**src/rtl/xaui_pkg.sv**
```systemverilog
// Shared definitions for the XAUI receive link controller: FSM states,
// 8b/10b control characters, lane geometry and a small popcount helper.
package xaui_pkg;

    typedef enum logic [2:0] {
        ST_RST       = 3'd0,
        ST_WAIT_LOCK = 3'd1,
        ST_COMMA     = 3'd2,
        ST_DESKEW    = 3'd3,
        ST_UP        = 3'd4
    } link_state_t;

    localparam logic [7:0] K28_3 = 8'h7C;  // /A/ alignment character
    localparam logic [7:0] K28_5 = 8'hBC;  // /K/ comma character

    localparam int unsigned NUM_LANES      = 4;
    localparam int unsigned BYTES_PER_LANE = 2;
    localparam int unsigned BYTE_W         = 8;
    localparam int unsigned LANE_W         = BYTES_PER_LANE * BYTE_W;
    localparam int unsigned MISALIGN_COLS  = 4;

    function automatic logic [3:0] popcount8(input logic [7:0] v);
        logic [3:0] n;
        n = '0;
        for (int unsigned i = 0; i < 8; i++) begin
            n = n + {3'b000, v[i]};
        end
        return n;
    endfunction

endpackage

```
**src/rtl/xaui_a_column_detect.sv**
```systemverilog
// Combinational /A/ column classifier: per byte position, flags a fully
// aligned column (all lanes /A/) or a partial one (one to three lanes /A/).
module xaui_a_column_detect (
    input  logic [63:0] mgt_rxdata,
    input  logic [7:0]  mgt_rxcharisk,
    output logic [1:0]  aligned,
    output logic [1:0]  partial
);
    import xaui_pkg::*;

    logic [NUM_LANES-1:0] hits;

    always_comb begin
        aligned = '0;
        partial = '0;
        hits    = '0;
        for (int unsigned b = 0; b < BYTES_PER_LANE; b++) begin
            for (int unsigned l = 0; l < NUM_LANES; l++) begin
                hits[l] = (mgt_rxdata[l*LANE_W + b*BYTE_W +: BYTE_W] == K28_3)
                          && mgt_rxcharisk[l*BYTES_PER_LANE + b];
            end
            aligned[b] = &hits;
            partial[b] = (|hits) && !(&hits);
        end
    end

endmodule

```
**src/rtl/xaui_rx_link_ctrl.sv**
```systemverilog
// XAUI receive link bring-up controller: GTX reset, lock wait, comma
// alignment, lane deskew and link monitoring with statistics counters.
module xaui_rx_link_ctrl #(
    parameter int unsigned RST_CYCLES  = 16,
    parameter int unsigned SYNC_CYCLES = 64,
    parameter int unsigned ALIGN_COLS  = 4,
    parameter int unsigned TIMEOUT_W   = 16
) (
    input  logic        xaui_clk,
    input  logic        reset,
    input  logic [63:0] mgt_rxdata,
    input  logic [7:0]  mgt_rxcharisk,
    input  logic [7:0]  mgt_rxcodevalid,
    input  logic [3:0]  mgt_rxsyncok,
    input  logic [3:0]  mgt_rxlock,
    input  logic [3:0]  mgt_rxbufferr,
    input  logic        clear_counts,
    output logic        mgt_rx_rst,
    output logic [3:0]  mgt_rxencommaalign,
    output logic        mgt_rxenchansync,
    output logic        link_up,
    output logic [2:0]  link_state,
    output logic [15:0] code_err_cnt,
    output logic [7:0]  realign_cnt
);
    import xaui_pkg::*;

    localparam int unsigned RST_W   = $clog2(RST_CYCLES + 1);
    localparam int unsigned SYNC_W  = $clog2(SYNC_CYCLES + 1);
    localparam int unsigned ALIGN_W = $clog2(ALIGN_COLS + 1);
    localparam int unsigned MIS_W   = $clog2(MISALIGN_COLS + 1);

    localparam logic [RST_W-1:0]   RST_LAST   = RST_W'(RST_CYCLES - 1);
    localparam logic [SYNC_W-1:0]  SYNC_LAST  = SYNC_W'(SYNC_CYCLES - 1);
    localparam logic [ALIGN_W-1:0] ALIGN_LAST = ALIGN_W'(ALIGN_COLS - 1);
    localparam logic [MIS_W-1:0]   MIS_LAST   = MIS_W'(MISALIGN_COLS - 1);

    link_state_t          state, next_state;
    logic [RST_W-1:0]     rst_cnt;
    logic [SYNC_W-1:0]    sync_cnt;
    logic [ALIGN_W-1:0]   align_cnt;
    logic [MIS_W-1:0]     mis_cnt;
    logic [TIMEOUT_W-1:0] to_cnt;
    logic [1:0]           col_aligned, col_partial;
    logic                 any_aligned, any_partial, sync_all, lock_all;
    logic                 fatal, timeout, state_change;
    logic [16:0]          err_sum;

    xaui_a_column_detect u_col (
        .mgt_rxdata    (mgt_rxdata),
        .mgt_rxcharisk (mgt_rxcharisk),
        .aligned       (col_aligned),
        .partial       (col_partial)
    );

    always_comb begin
        any_aligned = |col_aligned;
        any_partial = |col_partial;
        sync_all    = (mgt_rxsyncok == 4'hF);
        lock_all    = (mgt_rxlock == 4'hF);

        // Missing lock is the normal condition in WAIT_LOCK, so it is only fatal afterwards.
        fatal = 1'b0;
        if (state != ST_RST) begin
            fatal = (mgt_rxbufferr != 4'h0)
                 || (!lock_all && state != ST_WAIT_LOCK)
                 || (!sync_all && (state == ST_DESKEW || state == ST_UP));
        end
        timeout = (state == ST_COMMA || state == ST_DESKEW) && (to_cnt == '1);

        next_state = state;
        case (state)
            ST_RST:       if (rst_cnt == RST_LAST) next_state = ST_WAIT_LOCK;
            ST_WAIT_LOCK: if (lock_all) next_state = ST_COMMA;
            ST_COMMA:     if (sync_all && sync_cnt == SYNC_LAST) next_state = ST_DESKEW;
            ST_DESKEW:    if (any_aligned && !any_partial && align_cnt == ALIGN_LAST)
                              next_state = ST_UP;
            ST_UP:        if (any_partial && mis_cnt == MIS_LAST) next_state = ST_DESKEW;
            default:      next_state = ST_RST;
        endcase
        if (fatal || timeout) next_state = ST_RST;

        state_change = (next_state != state);
        err_sum      = {1'b0, code_err_cnt} + 17'(popcount8(~mgt_rxcodevalid));
    end

    always_ff @(posedge xaui_clk) begin
        if (reset) begin
            state              <= ST_RST;
            rst_cnt            <= '0;
            sync_cnt           <= '0;
            align_cnt          <= '0;
            mis_cnt            <= '0;
            to_cnt             <= '0;
            mgt_rx_rst         <= 1'b1;
            mgt_rxencommaalign <= '0;
            mgt_rxenchansync   <= 1'b0;
            link_up            <= 1'b0;
            code_err_cnt       <= '0;
            realign_cnt        <= '0;
        end else begin
            state    <= next_state;
            rst_cnt  <= (state == ST_RST && !state_change) ? rst_cnt + 1'b1 : '0;
            sync_cnt <= (state == ST_COMMA && !state_change && sync_all) ? sync_cnt + 1'b1 : '0;
            to_cnt   <= ((state == ST_COMMA || state == ST_DESKEW) && !state_change)
                        ? to_cnt + 1'b1 : '0;

            // A partial column in the same cycle as an aligned one counts as partial.
            if (state != ST_DESKEW || state_change || any_partial) align_cnt <= '0;
            else if (any_aligned)                                   align_cnt <= align_cnt + 1'b1;

            if (state != ST_UP || state_change) mis_cnt <= '0;
            else if (any_partial)               mis_cnt <= mis_cnt + 1'b1;
            else if (any_aligned)               mis_cnt <= '0;

            if (clear_counts) realign_cnt <= '0;
            else if (state == ST_UP && next_state == ST_DESKEW && realign_cnt != '1)
                realign_cnt <= realign_cnt + 1'b1;

            if (clear_counts)       code_err_cnt <= '0;
            else if (state == ST_UP) code_err_cnt <= err_sum[16] ? '1 : err_sum[15:0];

            mgt_rx_rst         <= (state == ST_RST);
            link_up            <= (state == ST_UP);
            mgt_rxencommaalign <= {4{state inside {ST_COMMA, ST_DESKEW, ST_UP}}};
            mgt_rxenchansync   <= (state == ST_DESKEW || state == ST_UP);
        end
    end

    assign link_state = state;

endmodule

```
**config.mk**
```make
export PLATFORM = sky130hd
export DESIGN_NAME = xaui_rx_link_ctrl
export DESIGN_NICKNAME = d
export VERILOG_FILES = /design/src/rtl/xaui_pkg.sv /design/src/rtl/xaui_a_column_detect.sv /design/src/rtl/xaui_rx_link_ctrl.sv
export SDC_FILE = /design/constraint.sdc
export NUM_CORES = 1
export LEC_CHECK = 0
export BUFFER_PORTS_ARGS = -buffer_cell sky130_fd_sc_hd__buf_4
export CAP_MARGIN = 40
export CORE_UTILIZATION = 35
export CTS_BUF_LIST = sky130_fd_sc_hd__clkbuf_4
export CTS_CLUSTER_DIAMETER = 40
export CTS_CLUSTER_SIZE = 30
export DETAILED_ROUTE_END_ITERATION = 8
export SETUP_SLACK_MARGIN = 0.15
export SYNTH_ARGS = -nofsm -noshare
export SYNTH_HDL_FRONTEND = slang
export SYNTH_SLANG_ARGS = --single-unit
```
**constraint.sdc**
```tcl
create_clock -name xaui_clk -period 5.45 [get_ports xaui_clk]
set_clock_uncertainty 0.15 [all_clocks]
set_input_delay 0.2725 -clock xaui_clk [delete_from_list [all_inputs] [get_ports xaui_clk]]
set_output_delay 0.2725 -clock xaui_clk [all_outputs]
set_load 0.02 [all_outputs]
```
Yosys cells after proc, flatten, opt, wreduce, memory -nomap -nowiden. Index checks and enable logic that the tools add are counted.

Register bits after elaboration: 65. Output and inout bits: 34.

Reductions and logical operators: 54. Bitwise gates (word level): 4. Multiplexer cells: 11. $add $sub $neg: 14. Equality and inequality tests: 25.

Operators with widths (count): 8-bit by 7-bit == test with 1-bit output (second input constant) (8); 3-bit two-way mux (8); 1-bit logical AND (23); 16-bit by 4-bit adder with 17-bit output (1); 16-bit by 1-bit adder with 16-bit output (second input constant) (1); 4-bit by 1-bit adder with 4-bit output (4); 16-bit == test (second input constant) (1); 16-bit two-way mux (1); 2-bit OR reduction (8); 3-bit by 2-bit == test with 1-bit output (second input constant) (5); 3-bit one-hot mux with 5 select lines (1); 8-bit by 1-bit adder with 8-bit output (second input constant) (1); 4-bit == test (second input constant) (2); 1-bit logical OR (8); 8-bit inequality test (second input constant) (1); 8-bit inverter (1); 4-bit AND reduction (2); 4-bit OR reduction (2); 7-bit by 1-bit adder with 7-bit output (second input constant) (1); 7-bit by 6-bit == test with 1-bit output (second input constant) (1); 3-bit by 1-bit adder with 3-bit output (second input constant) (2); 1-bit zero test (6); 3-bit nonzero test (2); 5-bit by 1-bit adder with 5-bit output (second input constant) (1); 15 further kinds (17).

Depth between registers and ports, before layout. Gate-level depths: netlist (run 1).

Depth after elaboration: 18. Mapped depth: 14. Depth with buffers taken out: 14.

Cells and area by module. Synthesis (run 1) repeated with hierarchy kept, for this count alone.

Cells, all modules: 434. Area, all modules: 3792.4 um^2.

By module, submodules not included: xaui_rx_link_ctrl (cells each 397, seq. area each 1301.2 um^2, area each 3530.9 um^2, times used 1); xaui_a_column_detect (cells each 37, seq. area each 0.0 um^2, area each 261.5 um^2, times used 1).

Least setup slack after synthesis (run 1). No wires, ideal clock.

Path kind: reg-to-reg. Start: register code_err_cnt[0]. End: register code_err_cnt[13]. Path slack: 1.393 ns. Required time: 5.172 ns. Arrival: 3.780 ns. Path buffers: 0. Cell stages (with the launch flop): 15. Cells stage by stage: dfxtp_1 inv_1 fa_1 inv_1 fa_1 fa_1 fa_1 fa_1 a21o_1 a21oi_1 nor4_1 nand2_1 nand2_1 mux2i_1 nor2_1.

Longest elaborated chain between the ends: 2.

Ends and longest elaborated chain: start: declaration (RTL line xaui_rx_link_ctrl.sv:23) `output logic [15:0] code_err_cnt,`; start signal: assignment (RTL line xaui_rx_link_ctrl.sv:121) `else if (state == ST_UP) code_err_cnt <= err_sum[16] ? '1 : err_sum[15:0];`; 16-bit by 4-bit adder with 17-bit output (RTL line xaui_rx_link_ctrl.sv:84) `err_sum = {1'b0, code_err_cnt} + 17'(popcount8(~mgt_rxcodevalid));`; 16-bit two-way mux (RTL line xaui_rx_link_ctrl.sv:121).

No other way between the ends. A chain may end at the register's enable or synchronous reset.

Final worst setup path (run 1). Ends and elaborated chain as after synthesis.

==> results of run 1 <==
flip-flops by register name, indices dropped and copies added, names as in the netlist:
signal,flops
align_cnt,3
code_err_cnt,16
link_state,3
link_up,1
mgt_rx_rst,1
mgt_rxenchansync,1
mgt_rxencommaalign,1
mis_cnt,3
realign_cnt,8
rst_cnt,5
sync_cnt,7
to_cnt,16
cell type report:
cell class,count,area (um^2),share of cell area (%)
Antenna cell,1,2.50,0.0509
Tap cell,133,166,3.38
Multi-Input combinational cell,326,2190,44.5
Sequential cell,65,1300,26.5
Inverter,19,71.3,1.45
Timing Repair Buffer,131,986,20.1
Clock inverter,7,133,2.70
Clock buffer,9,67.6,1.37
path summary, 6_finish.rpt:
path	slack, ns	end	cells past startpoint
worst max-delay path	1.25	code_err_cnt[13]	14
worst min-delay path	0.09	realign_cnt[6]	3
worst max register to register	1.25	code_err_cnt[13]	14
worst min register to register	0.33	rst_cnt[0]	1
kinds of logic (layout without fill, tap and decap cells):
logic type               after synthesis  in the layout  share of synthesized area [%]
AO/OA/AOI/OAI                         49             49                           9.91
other                                  0              1                              0
XOR/XNOR                              36             36                           8.61
adder cells (fa/ha/maj)               20             20                           7.86
flip-flops                            65             65                           35.5
AND/OR/NAND/NOR                      216            216                           31.9
buffers and inverters                 42            166                           4.85
multiplexers                           5              5                           1.37
report_power, final:
part	internal [mW]	switching [mW]	total [mW]
logic	0.0785	0.0524	0.131
clock network	0.275	0.176	0.451
registers	0.489	0.00905	0.498
per-layer routing:
layer / up-vias / track usage [%]
met5: - / 0
met4: 0 / 7.04
met3: 12 / 3.26
met2: 122 / 31.0
met1: 1600 / 21.0
li1: 1803 / -
cell usage in the layout, fill, tap and decap left out, types with 7 or more instances in the layout:
| master | n |
|---|---|
| xnor2_1 | 23 |
| nand4b_1 | 8 |
| ha_1 | 15 |
| inv_1 | 19 |
| nor3_1 | 20 |
| nor4_1 | 32 |
| xor2_1 | 13 |
| nand4_1 | 10 |
| nand3_1 | 20 |
| nand2b_1 | 12 |
| nor2_1 | 27 |
| clkbuf_4 | 9 |
| a21oi_1 | 17 |
| buf_4 | 130 |
| dfxtp_1 | 65 |
| nand2_1 | 50 |
| and3_1 | 7 |
critical path, cell delays in order (launching register included):
cell and delay [ns]:
dfxtp_1 0.37, inv_1 0.06, fa_1 0.49, inv_1 0.05, fa_1 0.53, fa_1 0.43, fa_1 0.41, fa_1 0.41
a21o_1 0.17, a21oi_1 0.29, nor4_1 0.15, nand2_1 0.28, nand2_1 0.10, mux2i_1 0.15, nor2_1 0.05
through the flow:
stage                     hold WS (ns)  utilization, %  power [mW]  cell area (um^2)  setup WS [ns]
after floorplan                  0.282               -       0.573              3660           1.39
after global placement           0.305            47.3       0.640              4700           1.26
after detailed placement         0.325            47.3       0.641              4700           1.21
after CTS                       0.0745            49.4        1.09              4910           1.24
after global routing             0.101            49.4        1.13              4920           1.01
final                           0.0885            49.4        1.08              4920           1.25
Yosys cell counts, types with 4 or more instances:
cell type	number	share of area, %
and3_1	7	1.2
a21oi_1	17	2.3
nor3_1	21	2.9
clkbuf_1	18	1.8
xor2_1	13	3.1
or3_1	4	0.68
dfxtp_1	65	36
nand2b_1	12	2.1
nand3_1	20	2.7
mux2i_1	5	1.4
nand4_1	10	1.7
xnor2_1	23	5.5
and4_1	4	0.96
nand2_1	50	5.1
inv_1	19	1.9
fa_1	5	2.7
nand4b_1	8	1.9
ha_1	15	5.1
o21ai_0	6	0.82
o221a_2	5	1.5
nor4_1	32	5.5
nor2_1	27	2.8
timing repair:
item / CTS / global route
hold buffers: 1 / 0
buffers inserted: 0 / 0
hold endpoints to repair: 3 / 0
==> results.toml, run 1 <==
[detailed_routing]
drt-initial-drc-count = 130
vias_per_cell = 5.12
met3RoutedLength_um = 506
ant_nets = 0
wl_met2_um = 4500
wl_um = 9100
drc = 0
wl_per_cell_um = 13.2
num_vias = 3537
maxUsedRoutingLayer = "met4"
wl_met1_um = 3940
firstDrtPassIters = 4

[yosys]
syn-num-nets = 548
ys_seq_area_share_pct = 35.5
synth-seq-cells = 65
synth_area_mm2 = 0.00366
async_reset_ff_share_pct = 0
synth_ff_type = "dfxtp_1"
synthesis.instances = 433
synth_edf_count = 0
syn_area_per_cell_um2 = 8.45
synth.distinct_cells = 54
yosys_warnings = 0

[min_path]
min_path_type = "in2reg"
holdCritStartpoint = "clear_counts"

[grt]
antenna_found_initial = 1
grt-ovfl-total = 0
grt_usage_pct = 17.6
grt_pass1_vias = 3469
grt_max_degree = 24
grt_first_pass_wirelength_um = 15700

[floorplan]
io_pins = 129
fp.dieArea_mm2 = 0.0109
num_rows = 36
coreArea_mm2 = 0.00995
initial_utilization_pct = 36.8
die_w_um = 104
die_y_um = 104

[cts]
clk_latency_ns = 0.41
cts-htree-levels = 3
path_clk_slew_ns = 0.11
cts_made_buffers = 9
tritoncts = "done"
cts.sink_count = 65
clockBufferDepth = 2
postCtsResizedCells = 0
cts_root_buffer = "clkbuf_4"

[placement]
portBuffers = 128
routabilityCongestion = 0.777
dp_hpwl_um = 7040
placedCellCount = 673

[worst_setup_path]
path_max_fanout = 9
crit_start = "code_err_cnt[0]"
cp.arrival_ns = 4.35
r2r-start = "code_err_cnt[0]"
criticalPathCategory = "reg2reg"
setup.worst_path.end_class = "register"
required_ns = 5.60
startpoint_type = "register"

[layout]
syn_to_final_growth_pct = 34.3
stdcell_count = 691
drive_gt1_share_pct = 28.5
nets = 667
nFillCells = 951

[sta]
fmax_mhz = 238
worst_slew_pin_slew_ns = 0.830
tns_ns = 0
min_period_ns = 4.20
final-setup-viol-count = 0
rsz0062_at_grt = "no"
finalCritPeriodShare_pct = 77.1
hold_violations = 0
drv_slew = 0
timing.slew.headroom_pct = 44.7

[power]
powerDensity_mw_per_mm2 = 220
ir_drop_v = 0.000101
leakage_nw = 2.02

[flow_run]
cap_violations = 0

[status]
status = "complete, no violations"
Power figures use the tool's default switching activity.
==> inputs of run 2 (changes only) <==
==> constraint.sdc (replaced) <==
create_clock -name xaui_clk -period 4.3 [get_ports xaui_clk]
set_clock_uncertainty 0.15 [all_clocks]
set_input_delay 0.215 -clock xaui_clk [delete_from_list [all_inputs] [get_ports xaui_clk]]
set_output_delay 0.215 -clock xaui_clk [all_outputs]
set_load 0.02 [all_outputs]
==> results.toml, run 2 (synthesized netlist as in run 1, its figures left out) <==
[worst_setup_path]
required_ns = 4.47
startpoint_type = "register"
path_max_fanout = 4
criticalPathCategory = "reg2reg"
setup.worst_path.end_class = "register"
cp.arrival_ns = 4.05

[layout]
reg.largest.list = "code_err_cnt x16, to_cnt x16, realign_cnt x8"
seqCellArea_mm2 = 0.00130
drive_gt1_share_pct = 28.8
insertedDiodeCount = 0
multi_input_area_mm2 = 0.00221
nets = 670
final_cell_mix = "131 x buf_4, 64 x dfxtp_1, 50 x nand2_1"
final_common_cell = "buf_4"
nFillCells = 961
syn_to_final_growth_pct = 33.5

[sta]
hold_violations = 0
worst_slack_ns = 0.416
timing.slew.headroom_pct = 43.2
final-setup-viol-count = 0
min_period_ns = 3.88
drv_slew = 0
worst_slew_pin_slew_ns = 0.851
fmax_mhz = 257
rsz0062_at_grt = "no"
finalCritPeriodShare_pct = 90.3
tns_ns = 0

[cts]
path_clk_slew_ns = 0.11
tritoncts = "done"
clk_latency_ns = 0.43
cts.sink_count = 65
cts_root_buffer = "clkbuf_4"
clockBufferDepth = 2
cts-htree-levels = 3
cts_made_buffers = 9

[grt]
grt_first_pass_wirelength_um = 15600
grt_max_degree = 24
grtUsageMet2_pct = 31.0
antenna_found_initial = 0
grt_use_met3_pct = 4.20
use_met1_pct = 20.7
grt_pass1_vias = 3439
busiest_layer = "met2"
grt-ovfl-total = 0
grt_usage_pct = 17.7

[floorplan]
die_y_um = 104
die_w_um = 104
io_pins = 129
num_rows = 36
initial_utilization_pct = 36.8
fp.dieArea_mm2 = 0.0109
coreArea_mm2 = 0.00995

[placement]
dp_hpwl_um = 7110
portBuffers = 128
post-place-ws_ns = 0.253
routabilityCongestion = 0.795

[detailed_routing]
num_vias = 3591
vias_per_cell = 5.19
drt-initial-drc-count = 126
wl_um = 9300
ant_nets = 0
drc = 0
firstDrtPassIters = 4
wl_per_cell_um = 13.4

[status]
status = "complete, no violations"

[power]
leakage_nw = 2.00
powerDensity_mw_per_mm2 = 244
p_total_mw = 1.19
ir_drop_v = 0.000121

[flow_run]
cap_violations = 0

[min_path]
min_path_type = "in2reg"
## run 2: per-layer routing
| metal | routed length, um | vias up |
|---|---|---|
| met4 | 158 | 0 |
| met3 | 549 | 13 |
| met1 | 3940 | 1655 |
| li1 | - | 1799 |
| met5 | 0 | - |
| met2 | 4660 | 124 |
## run 2: cell type report
class	instances	share of cell area, %
clock buffers	9	1.38
clock inverters	6	1.02
inverters	19	1.46
multi-input cells	326	45.1
flip-flops and latches	65	26.6
well taps	133	3.40
repair buffers	134	20.9
## run 2: what timing repair did
| action | 4_1_cts | 5_1_grt |
|---|---|---|
| hold buffers | 2 | 0 |
| endpoints found under the hold margin | 7 | 0 |
| buffers inserted | 0 | 1 |
| setup endpoints to repair | 0 | 16 |
| gates resized for setup | 0 | 5 |
## run 2: where the power goes
group / switching [mW] / internal, mW / leakage, nW / total [mW]
Combinational: 0.0693 / 0.103 / 1.41 / 0.173
Sequential: 0.0121 / 0.619 / 0.525 / 0.631
Clock: 0.222 / 0.166 / 0.0657 / 0.387
Total: 0.303 / 0.888 / 2.00 / 1.19
## run 2: per-stage QoR
step | area [um^2] | util [%] | std cells | hold slack (ns)
6_report | 4890 | 49.1 | 692 | 0.149
5_1_grt | 4890 | 49.1 | 692 | 0.178
4_1_cts | 4860 | 48.8 | 691 | 0.134
3_5_place_dp | 4720 | 47.4 | 674 | 0.319
3_3_place_gp | 4720 | 47.4 | 674 | 0.306
2_1_floorplan | 3660 | - | 433 | 0.282
## run 2: critical path, stage by stage, from the launching register on
cell     delay [ns]
dfxtp_2        0.36
inv_1          0.05
fa_1           0.50
inv_1          0.05
fa_1           0.53
fa_1           0.44
fa_1           0.42
fa_2           0.37
a21o_1         0.20
a21oi_4        0.19
nor2_1         0.08
and3_1         0.20
xnor2_1        0.13
a21oi_1        0.08
## run 2: worst paths after layout
| check | endpoint | cells after the start | start | slack [ns] |
|---|---|---|---|---|
| setup / recovery | code_err_cnt[6] | 13 | code_err_cnt[0] | 0.42 |
| hold / removal | sync_cnt[0] | 5 | mgt_rxsyncok[0] | 0.15 |
| setup reg to reg | code_err_cnt[6] | 13 | code_err_cnt[0] | 0.42 |
| hold reg to reg | rst_cnt[0] | 1 | rst_cnt[0] | 0.33 |
